[config.mk]
export PLATFORM = sky130hd
export DESIGN_NAME = ex_muldiv_unit_flat
export DESIGN_NICKNAME = d
export VERILOG_FILES = /design/src/rtl/ex_muldiv_unit_if.sv /design/src/rtl/ex_muldiv_unit.sv /design/src/flat_wrapper.sv
export SDC_FILE = /design/constraint.sdc
export NUM_CORES = 1
export LEC_CHECK = 0
export CELL_PAD_IN_SITES_DETAIL_PLACEMENT = 0
export CELL_PAD_IN_SITES_GLOBAL_PLACEMENT = 1
export CORE_MARGIN = 2
export CORE_UTILIZATION = 35
export DETAILED_ROUTE_END_ITERATION = 6
export GPL_TIMING_DRIVEN = 0
export PLACE_DENSITY_LB_ADDON = 0.1
export SLEW_MARGIN = 20
export SYNTH_ARGS = -nofsm -noshare
export SYNTH_HDL_FRONTEND = slang
export SYNTH_SLANG_ARGS = --single-unit
export TNS_END_PERCENT = 5
[constraint.sdc]
create_clock -name i_clk -period 6.3 [get_ports i_clk]
set_clock_uncertainty 0.15 [all_clocks]
set_input_delay 1.575 -clock i_clk [delete_from_list [all_inputs] [get_ports i_clk]]
set_output_delay 1.575 -clock i_clk [all_outputs]
set_load 0.02 [all_outputs]
[src/rtl/ex_muldiv_unit_if.sv]
// rtl/ex_muldiv_unit_if.sv - ID/EX to HI/LO multiply/divide unit handshake bundle
//
// Purpose: groups the decoded mul/div request, HI/LO move controls and the
// unit's status/result outputs into one bundle.
// Signals:
//   i_start    ID/EX holds a valid mul/div instruction
//   i_op       00 MULT, 01 MULTU, 10 DIV, 11 DIVU
//   i_rs_data  operand A (multiplicand / dividend)
//   i_rt_data  operand B (multiplier / divisor)
//   i_hilo_rd  ID/EX holds MFHI or MFLO
//   i_hilo_wr  bit1 MTHI, bit0 MTLO
//   i_wdata    MTHI/MTLO source data
//   i_flush    squash the in-flight operation
//   o_busy     operation in flight
//   o_stall    freeze PC, IF/ID and ID/EX
//   o_done     one-cycle pulse when HI/LO update from an operation
//   o_hi/o_lo  architectural HI/LO registers
// Modports: master (pipeline side), slave (the unit).

interface ex_muldiv_unit_if #(
    parameter int DATA_W = 32
);
    logic              i_start;
    logic [1:0]        i_op;
    logic [DATA_W-1:0] i_rs_data;
    logic [DATA_W-1:0] i_rt_data;
    logic              i_hilo_rd;
    logic [1:0]        i_hilo_wr;
    logic [DATA_W-1:0] i_wdata;
    logic              i_flush;
    logic              o_busy;
    logic              o_stall;
    logic              o_done;
    logic [DATA_W-1:0] o_hi;
    logic [DATA_W-1:0] o_lo;

    modport master (
        output i_start, i_op, i_rs_data, i_rt_data, i_hilo_rd,
               i_hilo_wr, i_wdata, i_flush,
        input  o_busy, o_stall, o_done, o_hi, o_lo
    );

    modport slave (
        input  i_start, i_op, i_rs_data, i_rt_data, i_hilo_rd,
               i_hilo_wr, i_wdata, i_flush,
        output o_busy, o_stall, o_done, o_hi, o_lo
    );
endinterface

[src/rtl/ex_muldiv_unit.sv]
// rtl/ex_muldiv_unit.sv - execute-stage iterative HI/LO multiply/divide unit
//
// Purpose: owns HI/LO, runs a 32-iteration shift-add multiply or restoring
// divide (IDLE -> CALC -> FIX -> IDLE), performs MTHI/MTLO writes in IDLE and
// stalls the front of the pipeline when a HI/LO access or a new mul/div
// collides with an operation in flight.
// Ports:
//   i_clk    pipeline clock, rising edge
//   i_rst_n  asynchronous active-low reset
//   bus      ex_muldiv_unit_if.slave (request, HI/LO moves, busy/stall/done, HI/LO)
// Optional feature macro: MULDIV_EARLY_OUT_EN (multiply early termination
// once the remaining multiplier bits are zero; adds a 64-bit barrel shifter).

module ex_muldiv_unit #(
    parameter int DATA_W = 32,
    parameter int CNT_W  = 6
) (
    input  logic               i_clk,
    input  logic               i_rst_n,
    ex_muldiv_unit_if.slave    bus
);

    typedef enum logic [1:0] {
        S_IDLE = 2'd0,
        S_CALC = 2'd1,
        S_FIX  = 2'd2
    } state_t;

    state_t              state_q, state_d;
    logic                div_q, div_d;          // 1: divide, 0: multiply
    logic                neg_q, neg_d;          // product / quotient sign
    logic                rem_neg_q, rem_neg_d;  // remainder sign
    logic [DATA_W-1:0]   acc_q, acc_d;          // product high half / remainder
    logic [DATA_W-1:0]   mplier_q, mplier_d;    // multiplier+product low / dividend+quotient
    logic [DATA_W-1:0]   mcand_q, mcand_d;      // multiplicand / divisor
    logic [CNT_W-1:0]    cnt_q, cnt_d;
    logic [DATA_W-1:0]   hi_q, hi_d;
    logic [DATA_W-1:0]   lo_q, lo_d;
    logic                done;

    // Operand conditioning for a new request
    logic                op_signed;
    logic                op_div;
    logic                div_zero;
    logic                use_abs;
    logic [DATA_W-1:0]   a_abs;
    logic [DATA_W-1:0]   b_abs;

    assign op_signed = ~bus.i_op[0];
    assign op_div    = bus.i_op[1];
    assign div_zero  = op_div & (bus.i_rt_data == '0);
    // A zero divisor keeps the raw dividend and no sign fix, so the restoring
    // loop naturally yields quotient all-ones and remainder = original A.
    assign use_abs   = op_signed & ~div_zero;
    assign a_abs     = (use_abs & bus.i_rs_data[DATA_W-1]) ? -bus.i_rs_data : bus.i_rs_data;
    assign b_abs     = (use_abs & bus.i_rt_data[DATA_W-1]) ? -bus.i_rt_data : bus.i_rt_data;

    // Multiply step: conditional add with carry kept in a 33-bit sum
    logic [DATA_W:0]     mul_sum;
    assign mul_sum = {1'b0, acc_q} + (mplier_q[0] ? {1'b0, mcand_q} : {(DATA_W+1){1'b0}});

    // Divide step: shift next dividend bit into the remainder, trial subtract.
    // The partial remainder is always below the divisor, so a successful
    // subtract leaves a result that fits in DATA_W bits; either of the two
    // upper bits set means the trial borrowed.
    logic [DATA_W:0]     div_shift;
    logic [DATA_W+1:0]   div_diff;
    logic                div_fits;
    assign div_shift = {acc_q, mplier_q[DATA_W-1]};
    assign div_diff  = {1'b0, div_shift} - {2'b00, mcand_q};
    assign div_fits  = (div_diff[DATA_W+1:DATA_W] == 2'b00);

    // Sign correction applied in FIX
    logic [2*DATA_W-1:0] product;
    logic [2*DATA_W-1:0] prod_fix;
    logic [DATA_W-1:0]   quo_fix;
    logic [DATA_W-1:0]   rem_fix;
    assign product  = {acc_q, mplier_q};
    assign prod_fix = neg_q ? -product : product;
    assign quo_fix  = neg_q ? -mplier_q : mplier_q;
    assign rem_fix  = rem_neg_q ? -acc_q : acc_q;

`ifdef MULDIV_EARLY_OUT_EN
    // Bits of the original multiplier still to be consumed after this step
    // sit in mplier_q[cnt_q-1:1]; if all are zero, the remaining iterations
    // would only shift, so do the whole shift at once.
    logic [DATA_W-1:0]   rest_mask;
    logic                rest_zero;
    logic [2*DATA_W-1:0] mul_pair_next;
    logic [2*DATA_W-1:0] mul_pair_align;
    assign rest_mask      = (DATA_W'(1) << (cnt_q - CNT_W'(1))) - DATA_W'(1);
    assign rest_zero      = ((mplier_q >> 1) & rest_mask) == '0;
    assign mul_pair_next  = {mul_sum, mplier_q[DATA_W-1:1]};
    assign mul_pair_align = mul_pair_next >> (cnt_q - CNT_W'(1));
`endif

    always_comb begin
        state_d   = state_q;
        div_d     = div_q;
        neg_d     = neg_q;
        rem_neg_d = rem_neg_q;
        acc_d     = acc_q;
        mplier_d  = mplier_q;
        mcand_d   = mcand_q;
        cnt_d     = cnt_q;
        hi_d      = hi_q;
        lo_d      = lo_q;
        done      = 1'b0;

        case (state_q)
            S_IDLE: begin
                if (!bus.i_flush) begin
                    if (bus.i_start) begin
                        div_d     = op_div;
                        neg_d     = use_abs & (bus.i_rs_data[DATA_W-1] ^ bus.i_rt_data[DATA_W-1]);
                        rem_neg_d = use_abs & bus.i_rs_data[DATA_W-1];
                        mcand_d   = op_div ? b_abs : a_abs;
                        mplier_d  = op_div ? a_abs : b_abs;
                        acc_d     = '0;
                        cnt_d     = CNT_W'(DATA_W);
                        state_d   = S_CALC;
`ifdef MULDIV_EARLY_OUT_EN
                        if (!op_div && (b_abs == '0)) begin
                            state_d = S_FIX;
                        end
`endif
                    end else if (bus.i_hilo_wr != 2'b00) begin
                        if (bus.i_hilo_wr[1]) hi_d = bus.i_wdata;
                        if (bus.i_hilo_wr[0]) lo_d = bus.i_wdata;
                    end
                end
            end

            S_CALC: begin
                if (bus.i_flush) begin
                    state_d = S_IDLE;
                end else begin
                    cnt_d = cnt_q - CNT_W'(1);
                    if (cnt_q == CNT_W'(1)) begin
                        state_d = S_FIX;
                    end
                    if (div_q) begin
                        if (div_fits) begin
                            acc_d    = div_diff[DATA_W-1:0];
                            mplier_d = {mplier_q[DATA_W-2:0], 1'b1};
                        end else begin
                            acc_d    = div_shift[DATA_W-1:0];
                            mplier_d = {mplier_q[DATA_W-2:0], 1'b0};
                        end
                    end else begin
                        acc_d    = mul_sum[DATA_W:1];
                        mplier_d = {mul_sum[0], mplier_q[DATA_W-1:1]};
`ifdef MULDIV_EARLY_OUT_EN
                        if (rest_zero) begin
                            {acc_d, mplier_d} = mul_pair_align;
                            state_d           = S_FIX;
                        end
`endif
                    end
                end
            end

            S_FIX: begin
                state_d = S_IDLE;
                if (!bus.i_flush) begin
                    done = 1'b1;
                    if (div_q) begin
                        lo_d = quo_fix;
                        hi_d = rem_fix;
                    end else begin
                        {hi_d, lo_d} = prod_fix;
                    end
                end
            end

            default: begin
                state_d = S_IDLE;
            end
        endcase
    end

    always_ff @(posedge i_clk or negedge i_rst_n) begin
        if (!i_rst_n) begin
            state_q <= S_IDLE;
        end else begin
            state_q <= state_d;
        end
    end

    always_ff @(posedge i_clk or negedge i_rst_n) begin
        if (!i_rst_n) begin
            div_q     <= 1'b0;
            neg_q     <= 1'b0;
            rem_neg_q <= 1'b0;
            acc_q     <= '0;
            mplier_q  <= '0;
            mcand_q   <= '0;
            cnt_q     <= '0;
            hi_q      <= '0;
            lo_q      <= '0;
        end else begin
            div_q     <= div_d;
            neg_q     <= neg_d;
            rem_neg_q <= rem_neg_d;
            acc_q     <= acc_d;
            mplier_q  <= mplier_d;
            mcand_q   <= mcand_d;
            cnt_q     <= cnt_d;
            hi_q      <= hi_d;
            lo_q      <= lo_d;
        end
    end

    assign bus.o_busy  = (state_q != S_IDLE);
    assign bus.o_stall = bus.o_busy & (bus.i_start | bus.i_hilo_rd | (bus.i_hilo_wr != 2'b00));
    assign bus.o_done  = done;
    assign bus.o_hi    = hi_q;
    assign bus.o_lo    = lo_q;

endmodule

[src/flat_wrapper.sv]
// flat-port wrapper written by rule: the top's interface ports become plain ports
module ex_muldiv_unit_flat 
#(
    parameter int DATA_W = 32,
    parameter int CNT_W  = 6
)
  (i_clk, i_rst_n, bus_i_start, bus_i_op, bus_i_rs_data, bus_i_rt_data, bus_i_hilo_rd, bus_i_hilo_wr, bus_i_wdata, bus_i_flush, bus_o_busy, bus_o_stall, bus_o_done, bus_o_hi, bus_o_lo);
  ex_muldiv_unit_if #(.DATA_W(DATA_W)) bus_i ();
  input  logic i_clk;
  input  logic i_rst_n;
  input wire logic [$bits(bus_i.i_start)-1:0] bus_i_start;
  input wire logic [$bits(bus_i.i_op)-1:0] bus_i_op;
  input wire logic [$bits(bus_i.i_rs_data)-1:0] bus_i_rs_data;
  input wire logic [$bits(bus_i.i_rt_data)-1:0] bus_i_rt_data;
  input wire logic [$bits(bus_i.i_hilo_rd)-1:0] bus_i_hilo_rd;
  input wire logic [$bits(bus_i.i_hilo_wr)-1:0] bus_i_hilo_wr;
  input wire logic [$bits(bus_i.i_wdata)-1:0] bus_i_wdata;
  input wire logic [$bits(bus_i.i_flush)-1:0] bus_i_flush;
  output wire logic [$bits(bus_i.o_busy)-1:0] bus_o_busy;
  output wire logic [$bits(bus_i.o_stall)-1:0] bus_o_stall;
  output wire logic [$bits(bus_i.o_done)-1:0] bus_o_done;
  output wire logic [$bits(bus_i.o_hi)-1:0] bus_o_hi;
  output wire logic [$bits(bus_i.o_lo)-1:0] bus_o_lo;
  assign bus_i.i_start = bus_i_start;
  assign bus_i.i_op = bus_i_op;
  assign bus_i.i_rs_data = bus_i_rs_data;
  assign bus_i.i_rt_data = bus_i_rt_data;
  assign bus_i.i_hilo_rd = bus_i_hilo_rd;
  assign bus_i.i_hilo_wr = bus_i_hilo_wr;
  assign bus_i.i_wdata = bus_i_wdata;
  assign bus_i.i_flush = bus_i_flush;
  assign bus_o_busy = bus_i.o_busy;
  assign bus_o_stall = bus_i.o_stall;
  assign bus_o_done = bus_i.o_done;
  assign bus_o_hi = bus_i.o_hi;
  assign bus_o_lo = bus_i.o_lo;
  ex_muldiv_unit #(.DATA_W(DATA_W), .CNT_W(CNT_W)) u_core (.i_clk(i_clk), .i_rst_n(i_rst_n), .bus(bus_i));
endmodule
==> metrics.md <==
| Metric | Value |
|---|---|
| Status | `finished, final reports clean` |
| Compound-gate portion of the synthesized area | `25.9%` |
| Final Power | `9.48 mW` |
| Final Wtd Congestion | `0.932` |
| DR vias | `15800` |
| Ant diodes | `0` |
| Cell area after layout | `0.0183 mm^2` |
| Register Area | `0.00428 mm^2` |
| Final Hold Fails | `0` |
| Setup crit start | `bus_i_flush` |
| CTS Root Cell | `clkbuf_16` |
| Vias in the first global route | `15400` |
| Post-DP HPWL | `53.7 mm` |
| Synth Area in Simple Gates | `20.0%` |
| Asr flop ratio synth | `100%` |
| Die Y | `213 um` |
| Starting Density | `35.4%` |
| Static Leak | `7.50 nW` |
| Mapped Nets | `2134` |
| Clk_lat worst skew | `0.46 ns` |
| DRC violations left | `0` |
| Critical R2R Launch | `u_core.mplier_q[0]$_DFFE_PN0P_` |
| CP max FO | `8` |
| Cells after synthesis | `1957` |
| Final net count | `2325` |
| RSZ-0062 raised after global routing | `false` |
| DP Area | `0.0177 mm^2` |
| DR iter-0 viols | `1443` |
| Vias/cell | `5.75` |
| Syn Area/Cell | `7.80 um^2` |
| Max_cap viols | `0` |
| Core area | `0.0431 mm^2` |
| WP data required | `4.58 ns` |
| Clock slew at reported path FFs | `0.06 ns` |
| Cell variety after synth | `77` |
| Pin count of the biggest net entering global routing | `82` |
| Initial antenna violation count | `1` |
| R2R Path End | `u_core.acc_q[29]$_DFFE_PN0P_` |
| Post-DR wirelength/cell | `23.9 um` |
| CP endpoint kind | `output pin` |
| Xor and xnor area share after synthesis | `9.82%` |
| TritonCTS clock tree | `yes` |
| Share of cells above drive strength 1 | `3.29%` |
| Number of synthesized flops with an enable pin | `0` |
| Filler cell count | `4529` |
| Count of input and output buffers | `170` |
| DRT Wirelength | `65.7 mm` |
| Post-CTS setup buffer count | `0` |
| Sink Count | `171` |
| Flop-to-flop setup slack | `1.14 ns` |
| Pwr dens | `518 mW/mm^2` |
| H-Tree Depth | `4` |
| Kind of critical path | `in -> out` |
| Seq/Total Area, Yosys | `28.0%` |
| Post-cts hold buffer count | `0` |
| Yosys warns | `0` |
| Area of the multi-input gates | `0.0102 mm^2` |
| Mux share of post-synthesis cell area | `5.37%` |
| Die area | `0.0453 mm^2` |
| Reg2reg path depth | `15` |
| # IOs | `172` |
| Site Rows | `76` |
| DRT antenna net count | `0` |
| FMAX | `0.193 GHz` |
| Mapped Area | `0.0153 mm^2` |
| Resize count post-CTS | `0` |
| Crit path capture | `bus_o_done` |
| Clock Tree Buf Depth | `2` |
| Grt total ovfl | `0` |
| Largest family of logic cells by synthesized area | `compound AO/OA/AOI/OAI gates` |
| Router iterations before antenna repair | `5` |
| Critical path data arrival time | `3.45 ns` |
| Slew HR | `30.9%` |
| Crit share post-route | `82.2%` |
| Overall routing resource usage | `29.1%` |
| CTS Buf Count | `17` |
| Peak supply drop | `0.234 mV` |
| Hold crit path type | `reg -> reg` |
| Min cycle time layout | `5.18 ns` |
| Yosys reg bits | `171` |
| Startpoint Class | `input pin` |
| First-pass GRT wire length | `98.8 mm` |
| Final Max Slew Viols | `0` |
| Dominant synthesized flop cell | `dfrtp_1` |
| Die X | `213 um` |
| Adder-cell share of the synthesized area | `6.00%` |
| Least-Margin Pin Slew | `1.01 ns` |
| Layout area overhead | `20.1%` |
| # setup viols final | `0` |
-- cells by family (layout without fill, tap and decap cells) --
kind of cell,Yosys count,after routing
compound gates,607,607
xor+xnor,171,171
fa+ha+maj,72,72
mux,81,81
simple gates,658,658
flops,171,171
buf+inv,197,401
-- cell type report --
cell class	instances	share of cell area, %
clock buffer	22	2.53
clock inverter	10	0.574
buffer	134	2.81
tap	585	4.00
inverter	63	1.29
timing repair buffer	172	9.62
sequential	171	23.4
multi-input combinational	1589	55.8
-- Yosys cell counts (33+ instances only) --
master	count	area share [%]
mux2i_1	74	4.9
dfrtp_1	171	28
ha_1	70	5.7
nand2_1	243	6.0
clkbuf_1	117	2.9
xor2_1	74	4.2
xnor2_1	97	5.6
nor3_1	50	1.6
o31ai_1	37	1.8
a21oi_1	136	4.5
o21ai_0	161	5.3
o221ai_1	38	2.2
inv_1	63	1.6
nand3_1	33	1.1
nor2_1	177	4.4
-- metal layers --
metal	vias to the layer above	wire length, um	global-route usage [%]
met1	7667	31000	41.4
met5	-	10	0
met3	80	3570	3.79
met4	2	2040	10.1
met2	566	29000	45.3
li1	7464	-	-
-- worst min path at each step --
stage	from	end	slack, ns	cells past startpoint
2_1_floorplan	u_core.mcand_q[20]$_DFFE_PN0P_	u_core.mcand_q[20]$_DFFE_PN0P_	0.30	2
3_3_place_gp	u_core.bus.o_lo[5]$_DFFE_PN0P_	u_core.bus.o_lo[5]$_DFFE_PN0P_	0.31	2
3_5_place_dp	u_core.bus.o_hi[12]$_DFFE_PN0P_	u_core.bus.o_hi[12]$_DFFE_PN0P_	0.32	2
4_1_cts	u_core.bus.o_hi[12]$_DFFE_PN0P_	u_core.bus.o_hi[12]$_DFFE_PN0P_	0.33	2
5_1_grt	u_core.bus.o_hi[24]$_DFFE_PN0P_	u_core.bus.o_hi[24]$_DFFE_PN0P_	0.36	2
6_report	u_core.bus.o_hi[14]$_DFFE_PN0P_	u_core.bus.o_hi[14]$_DFFE_PN0P_	0.33	2
-- metrics by stage --
stage | setup WS [ns] | utilization (%) | TNS [ns] | hold WS, ns | std cells
2_1_floorplan | 2.21 | - | 0 | 0.300 | 1957
4_1_cts | 1.12 | 42.5 | 0 | 0.332 | 2746
3_5_place_dp | 0.726 | 41.2 | 0 | 0.318 | 2714
3_3_place_gp | -4.40 | 41.1 | -747.71 | 0.310 | 2712
6_report | 1.12 | 42.5 | 0 | 0.328 | 2746
5_1_grt | 0.872 | 42.5 | 0 | 0.357 | 2746
-- state kept, by name, summed over array words and instances, names as in the netlist --
name and flops:
u_core.mplier_q 32, u_core.mcand_q 32, u_core.rem_neg_q 1, u_core.cnt_q 6, u_core.bus.o_hi 32, u_core.div_q 1, u_core.acc_q 32, u_core.neg_q 1
u_core.state_q 2, u_core.bus.o_lo 32
-- where the power goes --
part | internal [mW] | switching [mW]
sequential | 1.54 | 0.537
clock | 0.574 | 0.507
combinational | 2.37 | 3.95
total | 4.49 | 4.99
-- critical path, cell delays in order --
cell	delay, ns
clkdlybuf4s50_1	0.67
nand2b_1	0.16
clkbuf_1	0.42
inv_1	0.07
clkdlybuf4s50_1	0.55
-- cells in the final DEF, fill, tap and decap left out, drive strengths merged, types with 33 or more instances in the layout --
cell,synthesis,routed
dfrtp,171,171
nor3,50,50
a21oi,137,137
o21ai,171,171
clkbuf,117,139
o221ai,38,38
mux2i,74,74
clkdlybuf4s50,0,169
o31ai,38,38
inv,63,68
xnor2,97,97
nor2,177,177
nand3,33,33
nand2,243,243
xor2,74,74
ha,70,70
Note: power is estimated with default switching activity, not from simulation.
